**src/rtl/dm_pkg.sv**
```systemverilog
// Shared opcodes, exception codes, FSM encoding and decode helpers for the data-memory access unit.
package dm_pkg;

  localparam int unsigned OP_W  = 4;
  localparam int unsigned EXC_W = 2;

  localparam logic [OP_W-1:0] OP_LW  = 4'd0;
  localparam logic [OP_W-1:0] OP_LH  = 4'd1;
  localparam logic [OP_W-1:0] OP_LHU = 4'd2;
  localparam logic [OP_W-1:0] OP_LB  = 4'd3;
  localparam logic [OP_W-1:0] OP_LBU = 4'd4;
  localparam logic [OP_W-1:0] OP_LWU = 4'd5;
  localparam logic [OP_W-1:0] OP_LD  = 4'd6;
  localparam logic [OP_W-1:0] OP_SW  = 4'd8;
  localparam logic [OP_W-1:0] OP_SH  = 4'd9;
  localparam logic [OP_W-1:0] OP_SB  = 4'd10;
  localparam logic [OP_W-1:0] OP_SD  = 4'd11;

  localparam logic [EXC_W-1:0] EXC_NONE = 2'd0;
  localparam logic [EXC_W-1:0] EXC_ADEL = 2'd1;
  localparam logic [EXC_W-1:0] EXC_ADES = 2'd2;
  localparam logic [EXC_W-1:0] EXC_ILL  = 2'd3;

  typedef enum logic [1:0] {
    ST_IDLE  = 2'd0,
    ST_ISSUE = 2'd1,
    ST_WAIT  = 2'd2,
    ST_RESP  = 2'd3
  } state_e;

  typedef enum logic [1:0] {
    SZ_BYTE  = 2'd0,
    SZ_HALF  = 2'd1,
    SZ_WORD  = 2'd2,
    SZ_DWORD = 2'd3
  } size_e;

  // Opcodes 0..6 are loads.
  function automatic logic is_load(input logic [OP_W-1:0] op);
    return (op <= OP_LD);
  endfunction

  // Opcodes 8..11 are stores.
  function automatic logic is_store(input logic [OP_W-1:0] op);
    return (op >= OP_SW) && (op <= OP_SD);
  endfunction

  // Loads whose result is sign-extended from the accessed field.
  function automatic logic is_signed_load(input logic [OP_W-1:0] op);
    return (op == OP_LW) || (op == OP_LH) || (op == OP_LB);
  endfunction

  // Access size of an opcode; illegal codes map to byte (never used).
  function automatic size_e access_size(input logic [OP_W-1:0] op);
    size_e sz;
    case (op)
      OP_LH, OP_LHU, OP_SH:        sz = SZ_HALF;
      OP_LW, OP_LWU, OP_SW:        sz = SZ_WORD;
      OP_LD, OP_SD:                sz = SZ_DWORD;
      default:                     sz = SZ_BYTE;
    endcase
    return sz;
  endfunction

endpackage

```
**src/rtl/dm_lane_align.sv**
```systemverilog
// Combinational lane logic: legality/alignment check, store lane shift and byte enables,
// load field extraction with sign/zero extension.
module dm_lane_align
  import dm_pkg::*;
#(
  parameter int unsigned DATA_W = 32,
  localparam int unsigned LANES = DATA_W / 8,
  localparam int unsigned LSB_W = $clog2(LANES)
) (
  input  logic [OP_W-1:0]   chk_op,
  input  logic [2:0]        chk_addr_lo,
  input  logic [DATA_W-1:0] st_wdata,
  output logic [EXC_W-1:0]  chk_exc_c,
  output logic [LANES-1:0]  st_be_c,
  output logic [DATA_W-1:0] st_wdata_c,
  input  logic [OP_W-1:0]   ld_op,
  input  logic [LSB_W-1:0]  ld_lane,
  input  logic [DATA_W-1:0] ld_rdata,
  output logic [DATA_W-1:0] ld_data_c
);

  localparam bit WIDE = (DATA_W == 64);
  localparam logic [DATA_W-1:0] M8  = DATA_W'(8'hFF);
  localparam logic [DATA_W-1:0] M16 = DATA_W'(16'hFFFF);
  localparam logic [DATA_W-1:0] M32 = DATA_W'(32'hFFFF_FFFF);

  logic [LSB_W-1:0]  st_lane;
  size_e             st_size;
  size_e             ld_size;
  logic              legal;
  logic              misaligned;
  logic              sgn;
  logic [DATA_W-1:0] field;

  assign st_lane = chk_addr_lo[LSB_W-1:0];
  assign st_size = access_size(chk_op);
  assign ld_size = access_size(ld_op);

  // Keep the low bits of v selected by m; fill the rest with s.
  function automatic logic [DATA_W-1:0] ext(input logic [DATA_W-1:0] v,
                                            input logic [DATA_W-1:0] m,
                                            input logic              s);
    return (v & m) | ({DATA_W{s}} & ~m);
  endfunction

  // Opcode legality for this width, then natural alignment.
  always_comb begin
    chk_exc_c  = EXC_NONE;
    legal      = is_load(chk_op) || is_store(chk_op);
    misaligned = 1'b0;
    if (!WIDE && ((chk_op == OP_LWU) || (chk_op == OP_LD) || (chk_op == OP_SD))) begin
      legal = 1'b0;
    end
    case (st_size)
      SZ_HALF:  misaligned = chk_addr_lo[0];
      SZ_WORD:  misaligned = |chk_addr_lo[1:0];
      SZ_DWORD: misaligned = |chk_addr_lo[2:0];
      default:  misaligned = 1'b0;
    endcase
    if (!legal) begin
      chk_exc_c = EXC_ILL;
    end else if (misaligned) begin
      chk_exc_c = is_load(chk_op) ? EXC_ADEL : EXC_ADES;
    end
  end

  // Store data moved onto its byte lanes, with matching byte enables.
  always_comb begin
    st_wdata_c = st_wdata << {st_lane, 3'b000};
    case (st_size)
      SZ_BYTE:  st_be_c = LANES'(1) << st_lane;
      SZ_HALF:  st_be_c = LANES'(3) << st_lane;
      SZ_WORD:  st_be_c = LANES'(4'hF) << st_lane;
      default:  st_be_c = '1;
    endcase
  end

  // Load field extraction and extension; a full-width access passes through.
  always_comb begin
    field = ld_rdata >> {ld_lane, 3'b000};
    sgn   = is_signed_load(ld_op);
    case (ld_size)
      SZ_BYTE: ld_data_c = ext(field, M8,  sgn & field[7]);
      SZ_HALF: ld_data_c = ext(field, M16, sgn & field[15]);
      SZ_WORD: ld_data_c = ext(field, M32, sgn & field[31]);
      default: ld_data_c = field;
    endcase
  end

endmodule

```
**src/rtl/dm_access_unit.sv**
```systemverilog
// Data-memory access unit: one request at a time, issue to memory, return extended data or exception.
module dm_access_unit
  import dm_pkg::*;
#(
  parameter int unsigned DATA_W = 32,
  parameter int unsigned ADDR_W = 32,
  localparam int unsigned LANES = DATA_W / 8,
  localparam int unsigned LSB_W = $clog2(LANES)
) (
  input  logic              clk,
  input  logic              reset,
  input  logic              req_valid,
  output logic              req_ready,
  input  logic [OP_W-1:0]   req_op,
  input  logic [ADDR_W-1:0] req_addr,
  input  logic [DATA_W-1:0] req_wdata,
  output logic              rsp_valid,
  output logic [DATA_W-1:0] rsp_rdata,
  output logic [EXC_W-1:0]  rsp_exc,
  output logic              mem_req_valid,
  input  logic              mem_req_ready,
  output logic [ADDR_W-1:0] mem_addr,
  output logic              mem_we,
  output logic [LANES-1:0]  mem_be,
  output logic [DATA_W-1:0] mem_wdata,
  input  logic              mem_rsp_valid,
  input  logic [DATA_W-1:0] mem_rsp_rdata
);

  state_e            state_q, state_d;
  logic              req_ready_q, req_ready_d;
  logic              rsp_valid_q, rsp_valid_d;
  logic [DATA_W-1:0] rsp_rdata_q, rsp_rdata_d;
  logic [EXC_W-1:0]  rsp_exc_q, rsp_exc_d;
  logic              mem_req_valid_q, mem_req_valid_d;
  logic [ADDR_W-1:0] mem_addr_q, mem_addr_d;
  logic              mem_we_q, mem_we_d;
  logic [LANES-1:0]  mem_be_q, mem_be_d;
  logic [DATA_W-1:0] mem_wdata_q, mem_wdata_d;
  logic [OP_W-1:0]   op_q, op_d;
  logic [LSB_W-1:0]  lane_q, lane_d;

  logic              accept_c;
  logic [EXC_W-1:0]  exc_c;
  logic [LANES-1:0]  be_c;
  logic [DATA_W-1:0] wdata_c;
  logic [DATA_W-1:0] ld_data_c;

  assign accept_c = req_valid && req_ready_q;

  dm_lane_align #(.DATA_W(DATA_W)) u_align (
    .chk_op      (req_op),
    .chk_addr_lo (req_addr[2:0]),
    .st_wdata    (req_wdata),
    .chk_exc_c   (exc_c),
    .st_be_c     (be_c),
    .st_wdata_c  (wdata_c),
    .ld_op       (op_q),
    .ld_lane     (lane_q),
    .ld_rdata    (mem_rsp_rdata),
    .ld_data_c   (ld_data_c)
  );

  // Next-state logic of the request/issue/wait/respond sequence.
  always_comb begin
    state_d = state_q;
    unique case (state_q)
      ST_IDLE:  if (accept_c) state_d = (exc_c != EXC_NONE) ? ST_RESP : ST_ISSUE;
      ST_ISSUE: if (mem_req_ready) state_d = is_store(op_q) ? ST_RESP : ST_WAIT;
      ST_WAIT:  if (mem_rsp_valid) state_d = ST_RESP;
      ST_RESP:  state_d = ST_IDLE;
      default:  state_d = ST_IDLE;
    endcase
  end

  // Registered outputs follow the next state; memory fields are zero outside ISSUE.
  always_comb begin
    op_d            = op_q;
    lane_d          = lane_q;
    req_ready_d     = (state_d == ST_IDLE);
    rsp_valid_d     = (state_d == ST_RESP);
    rsp_rdata_d     = '0;
    rsp_exc_d       = EXC_NONE;
    mem_req_valid_d = (state_d == ST_ISSUE);
    mem_addr_d      = '0;
    mem_we_d        = 1'b0;
    mem_be_d        = '0;
    mem_wdata_d     = '0;
    if (accept_c) begin
      op_d      = req_op;
      lane_d    = req_addr[LSB_W-1:0];
      rsp_exc_d = exc_c;
    end
    if (state_d == ST_ISSUE) begin
      if (state_q == ST_IDLE) begin
        mem_addr_d  = req_addr & ~ADDR_W'(LANES - 1);
        mem_we_d    = is_store(req_op);
        mem_be_d    = be_c;
        mem_wdata_d = wdata_c;
      end else begin
        mem_addr_d  = mem_addr_q;
        mem_we_d    = mem_we_q;
        mem_be_d    = mem_be_q;
        mem_wdata_d = mem_wdata_q;
      end
    end
    if ((state_q == ST_WAIT) && mem_rsp_valid) begin
      rsp_rdata_d = ld_data_c;
    end
  end

  // State and output registers.
  always_ff @(posedge clk or posedge reset) begin
    if (reset) begin
      state_q         <= ST_IDLE;
      req_ready_q     <= 1'b0;
      rsp_valid_q     <= 1'b0;
      rsp_rdata_q     <= '0;
      rsp_exc_q       <= EXC_NONE;
      mem_req_valid_q <= 1'b0;
      mem_addr_q      <= '0;
      mem_we_q        <= 1'b0;
      mem_be_q        <= '0;
      mem_wdata_q     <= '0;
      op_q            <= '0;
      lane_q          <= '0;
    end else begin
      state_q         <= state_d;
      req_ready_q     <= req_ready_d;
      rsp_valid_q     <= rsp_valid_d;
      rsp_rdata_q     <= rsp_rdata_d;
      rsp_exc_q       <= rsp_exc_d;
      mem_req_valid_q <= mem_req_valid_d;
      mem_addr_q      <= mem_addr_d;
      mem_we_q        <= mem_we_d;
      mem_be_q        <= mem_be_d;
      mem_wdata_q     <= mem_wdata_d;
      op_q            <= op_d;
      lane_q          <= lane_d;
    end
  end

  assign req_ready     = req_ready_q;
  assign rsp_valid     = rsp_valid_q;
  assign rsp_rdata     = rsp_rdata_q;
  assign rsp_exc       = rsp_exc_q;
  assign mem_req_valid = mem_req_valid_q;
  assign mem_addr      = mem_addr_q;
  assign mem_we        = mem_we_q;
  assign mem_be        = mem_be_q;
  assign mem_wdata     = mem_wdata_q;

endmodule

```
**config.mk**
```make
export PLATFORM = sky130hd
export DESIGN_NAME = dm_access_unit
export DESIGN_NICKNAME = d
export VERILOG_FILES = /design/src/rtl/dm_pkg.sv /design/src/rtl/dm_lane_align.sv /design/src/rtl/dm_access_unit.sv
export SDC_FILE = /design/constraint.sdc
export NUM_CORES = 1
export LEC_CHECK = 0
export ABC_AREA = 1
export ABC_CLOCK_PERIOD_IN_PS = 3800
export BUFFER_PORTS_ARGS = -buffer_cell sky130_fd_sc_hd__buf_2
export CAP_MARGIN = 20
export CORE_ASPECT_RATIO = 0.7
export CORE_MARGIN = 2
export CORE_UTILIZATION = 30
export DETAILED_ROUTE_END_ITERATION = 7
export GPL_ROUTABILITY_DRIVEN = 1
export GPL_TIMING_DRIVEN = 1
export PLACE_DENSITY = 0.5
export SLEW_MARGIN = 15
export SYNTH_ARGS = -nofsm -noshare
export SYNTH_HDL_FRONTEND = slang
export SYNTH_HIERARCHICAL = 1
export SYNTH_SLANG_ARGS = --single-unit
export TNS_END_PERCENT = 10
```
**constraint.sdc**
```tcl
create_clock -name clk -period 3.8 [get_ports clk]
set_clock_uncertainty 0.1 [all_clocks]
set_input_delay 0.57 -clock clk [delete_from_list [all_inputs] [get_ports clk]]
set_output_delay 0.57 -clock clk [all_outputs]
set_load 0.01 [all_outputs]
```
==> summary.md <==
| Metric | Value |
|---|---|
| Relative slew slack | `41.9%` |
| Post-layout nets | `1170` |
| PD cells | `661 nW/um^2` |
| Reg-to-reg startpoint | `op_q[0]` |
| Least-Margin Pin Slew | `865 ps` |
| Biggest cell delay along the critical path | `300 ps` |
| Post-CTS Hold Fix Bufs | `0` |
| Largest net degree at the start of global routing | `136` |
| H-tree Lvls | `3` |
| Number of buffers and inverters on the critical path | `5` |
| Flop pwr share | `32.0%` |
| Place WS | `464 ps` |
| Leakage | `4.24 nW` |
| TritonCTS clock tree | `yes` |
| Worst Path Max Fanout | `20` |
| Crit path cell chain | `buf_2 > inv_1 > ha_1 > nor2_1 > inv_1 > o21ai_0 > o22ai_1 > inv_1 > ha_1 > a21oi_1 > nand2_1 > o21ai_0 > nor2_1 > nor2_2 > nor2_4 > nand2_2 > buf_4 > nor2_1` |
| First-pass DRT Iterations | `5` |
| Die area | `21800 sq um` |
| Final period utilization | `78.1%` |
| Gpl congestion | `0.844` |
| Switching Share | `45.8%` |
| Worst Setup End Kind | `flop` |
| Clock Latency Late Sink | `350 ps` |
| Avg Vias per Cell | `4.36` |
| Initial DRC count | `356` |
| Top FF cell, synth | `dfrtp_1` |
| Peak Freq | `337 MHz` |
| Vias in the first global route | `5437` |
| # setup viols final | `0` |
| Final Max Tran Viols | `0` |
| Setup TNS Final | `0 ps` |
| HPWL Detailed | `13.4 mm` |
| Internal power | `0.00276 W` |
| Starting Density | `30.9%` |
| P&R area growth vs syn | `24.5%` |
| Clk slew on worst S/H paths | `80 ps` |
| Post-synthesis average cell area | `7.11 sq um` |
| Via Count | `5784` |
| Clock share of power | `18.2%` |
| Layout cells sized above 1 | `23.7%` |
| Synth unique cells | `29` |
| Post-CTS Setup Bufs | `0` |
| Max_cap viols | `0` |
| CTS root buffer | `clkbuf_16` |
| Num Clock Sinks | `112` |
| Worst setup SP type | `input port` |
| Sequential share of the synthesized area | `45.3%` |
| Die outline height | `124 um` |
| EDFF count, synth | `0` |
| Cell total after placement | `1310` |
| Post-synthesis cell area | `6180 sq um` |
| Critical Path Stages | `18` |
| Post-synth ARST share | `100%` |
| Hold WC Path Type | `in -> async` |
| Total congestion overflow | `0` |
| Synthesis Warnings | `6` |
| RSZ-0062 raised after global routing | `no` |
| Final Hold Viols | `0` |
| WL/cell | `13.8 um` |
| I/O pins | `211` |
| Launch point of the worst path | `req_op[0]` |
| Yosys reg bits | `112` |
| Synth Instances | `869` |
| # resized after CTS | `0` |
| Final WS setup | `832 ps` |
| Worst path required time | `3930 ps` |
| # port buffers | `208` |
| First-pass GRT wire length | `29.0 mm` |
| Final WL | `18.3 mm` |
| Status | `finished, final reports clean` |
| Remaining design rule violation count | `0` |
| Worst Reg-to-Reg Cells | `11` |
| Tmin final | `2970 ps` |
| Logic pwr share | `49.9%` |
| GRT Total Usage | `17.1%` |
| WS Path Type | `in -> reg` |
| P_sw | `0.00233 W` |
| Maximum VDD drop | `0.000316 V` |
| ANT nets after route | `0` |
| Hold Slack | `255 ps` |
| Initial antenna violation count | `0` |
| Fill count | `2182` |
| Final cell count without fillers | `1326` |
| Core ar. | `20000 sq um` |
| Num rows | `43` |
| CTS buffer count | `9` |
| Antenna cell count | `0` |
| Clock Tree Buf Depth | `2` |
| Critical Path AT | `3100 ps` |
| Crit path max-delay family | `compound AO/OA/AOI/OAI gates` |
| Worst path slowest cell | `ha_1` |
| Die X | `176 um` |
## registers in the layout, indices dropped and copies added, names as in the netlist
name / count
rsp_valid: 1
mem_be: 4
rsp_rdata: 32
mem_addr: 30
mem_wdata: 32
state_q: 2
rsp_exc: 2
lane_q: 2
mem_we: 1
req_ready: 1
op_q: 4
mem_req_valid: 1
## routing by layer
| layer | wire [um] | track usage, % |
|---|---|---|
| met3 | 1010 | 3.82 |
| met5 | 0 | 0 |
| met1 | 9740 | 26.3 |
| met2 | 7400 | 24.4 |
| met4 | 140 | 3.51 |
## worst register-to-register path, stage by stage, from the launching register on
cell and delay, ps:
dfrtp_1 420, inv_1 100, ha_1 340, inv_1 70
nand2_1 60, nand2_1 70, nor2_2 500, nor2_4 170
nand2_4 240, o21ai_0 150, inv_1 70, nor2_1 40
## power by group through the flow
stage,clock network (W),logic [W],registers [W]
finish,0.000924,0.00254,0.00162
global route,0.00101,0.00292,0.00166
CTS,0.000968,0.00258,0.00163
detailed placement,0,0.00257,0.00165
global placement,0,0.00256,0.00165
floorplan,0,0.00178,0.00173
## cell type report
type / instances / area, sq um / area share, %
well taps: 270 / 338 / 4.39
flip-flops and latches: 112 / 2800 / 36.4
repair buffers: 217 / 1150 / 14.9
inverters: 139 / 524 / 6.81
clock buffers: 10 / 229 / 2.97
clock inverters: 6 / 52.6 / 0.683
multi-input cells: 572 / 2610 / 33.8
## path summary, 6_finish.rpt
| check | slack (ps) | endpoint |
|---|---|---|
| setup / recovery | 830 | mem_be[3] |
| hold / removal | 250 | mem_addr[17] |
| setup reg to reg | 1360 | rsp_rdata[12] |
| hold reg to reg | 470 | op_q[1] |
| max in group asynchronous | 2540 | op_q[1] |
| min in group clk | 360 | mem_addr[28] |
## cell usage after synthesis, types with 5 or more instances
cell        n  area, sq um
a21oi_1    89          445
a22oi_1    11         82.6
buf_2      17         85.1
buf_4       7         52.6
buf_6       5         56.3
clkbuf_1   15         56.3
dfrtp_1   112         2800
ha_1       14          175
inv_1     134          503
nand2_1   144          541
nand3_1    33          165
nor2_1    217          815
o21ai_0    36          180
o22ai_1     8         50.1
## cell usage in the layout, fill, tap and decap left out
master | synthesis | final
a21oi_1 | 89 | 89
a22oi_1 | 11 | 11
buf_12 | 0 | 3
buf_2 | 17 | 208
buf_4 | 7 | 6
clkbuf_1 | 15 | 1
clkbuf_16 | 0 | 9
clkinv_1 | 2 | 2
clkinv_4 | 0 | 2
clkinvlp_4 | 0 | 2
conb_1 | 1 | 2
dfrtp_1 | 112 | 112
ha_1 | 14 | 14
inv_1 | 134 | 133
inv_2 | 3 | 3
inv_4 | 0 | 1
inv_6 | 0 | 1
inv_8 | 0 | 1
nand2_1 | 144 | 144
nand2_2 | 3 | 3
nand2_4 | 1 | 1
nand3_1 | 33 | 33
nand3_2 | 1 | 1
nor2_1 | 217 | 217
nor2_2 | 3 | 2
nor2_4 | 2 | 3
nor3_1 | 1 | 1
nor3_2 | 1 | 1
o21ai_0 | 36 | 36
o21bai_1 | 1 | 1
o22ai_1 | 8 | 8
o31ai_1 | 1 | 1
o32ai_1 | 1 | 1
or2_2 | 3 | 3
## stage by stage
| stage | cell area (sq um) | util (%) | total power [W] |
|---|---|---|---|
| finish | 7700 | 38.5 | 0.00508 |
| global route | 7700 | 38.5 | 0.00560 |
| CTS | 7700 | 38.5 | 0.00517 |
| detailed placement | 7420 | 37.1 | 0.00422 |
| global placement | 7420 | 37.1 | 0.00421 |
| floorplan | 6190 | - | 0.00351 |
## cell families (layout without fill, tap and decap cells)
family / count (synthesis) / after routing / share of synthesized area [%]
AO/OA/AOI/OAI: 147 / 147 / 12.6
flip-flops: 112 / 112 / 45.3
adder cells (fa/ha/maj): 14 / 14 / 2.83
buffers and inverters: 186 / 372 / 12.7
other: 1 / 2 / 0.0607
AND/OR/NAND/NOR: 409 / 409 / 26.5
Note: power is estimated with default switching activity, not from simulation.
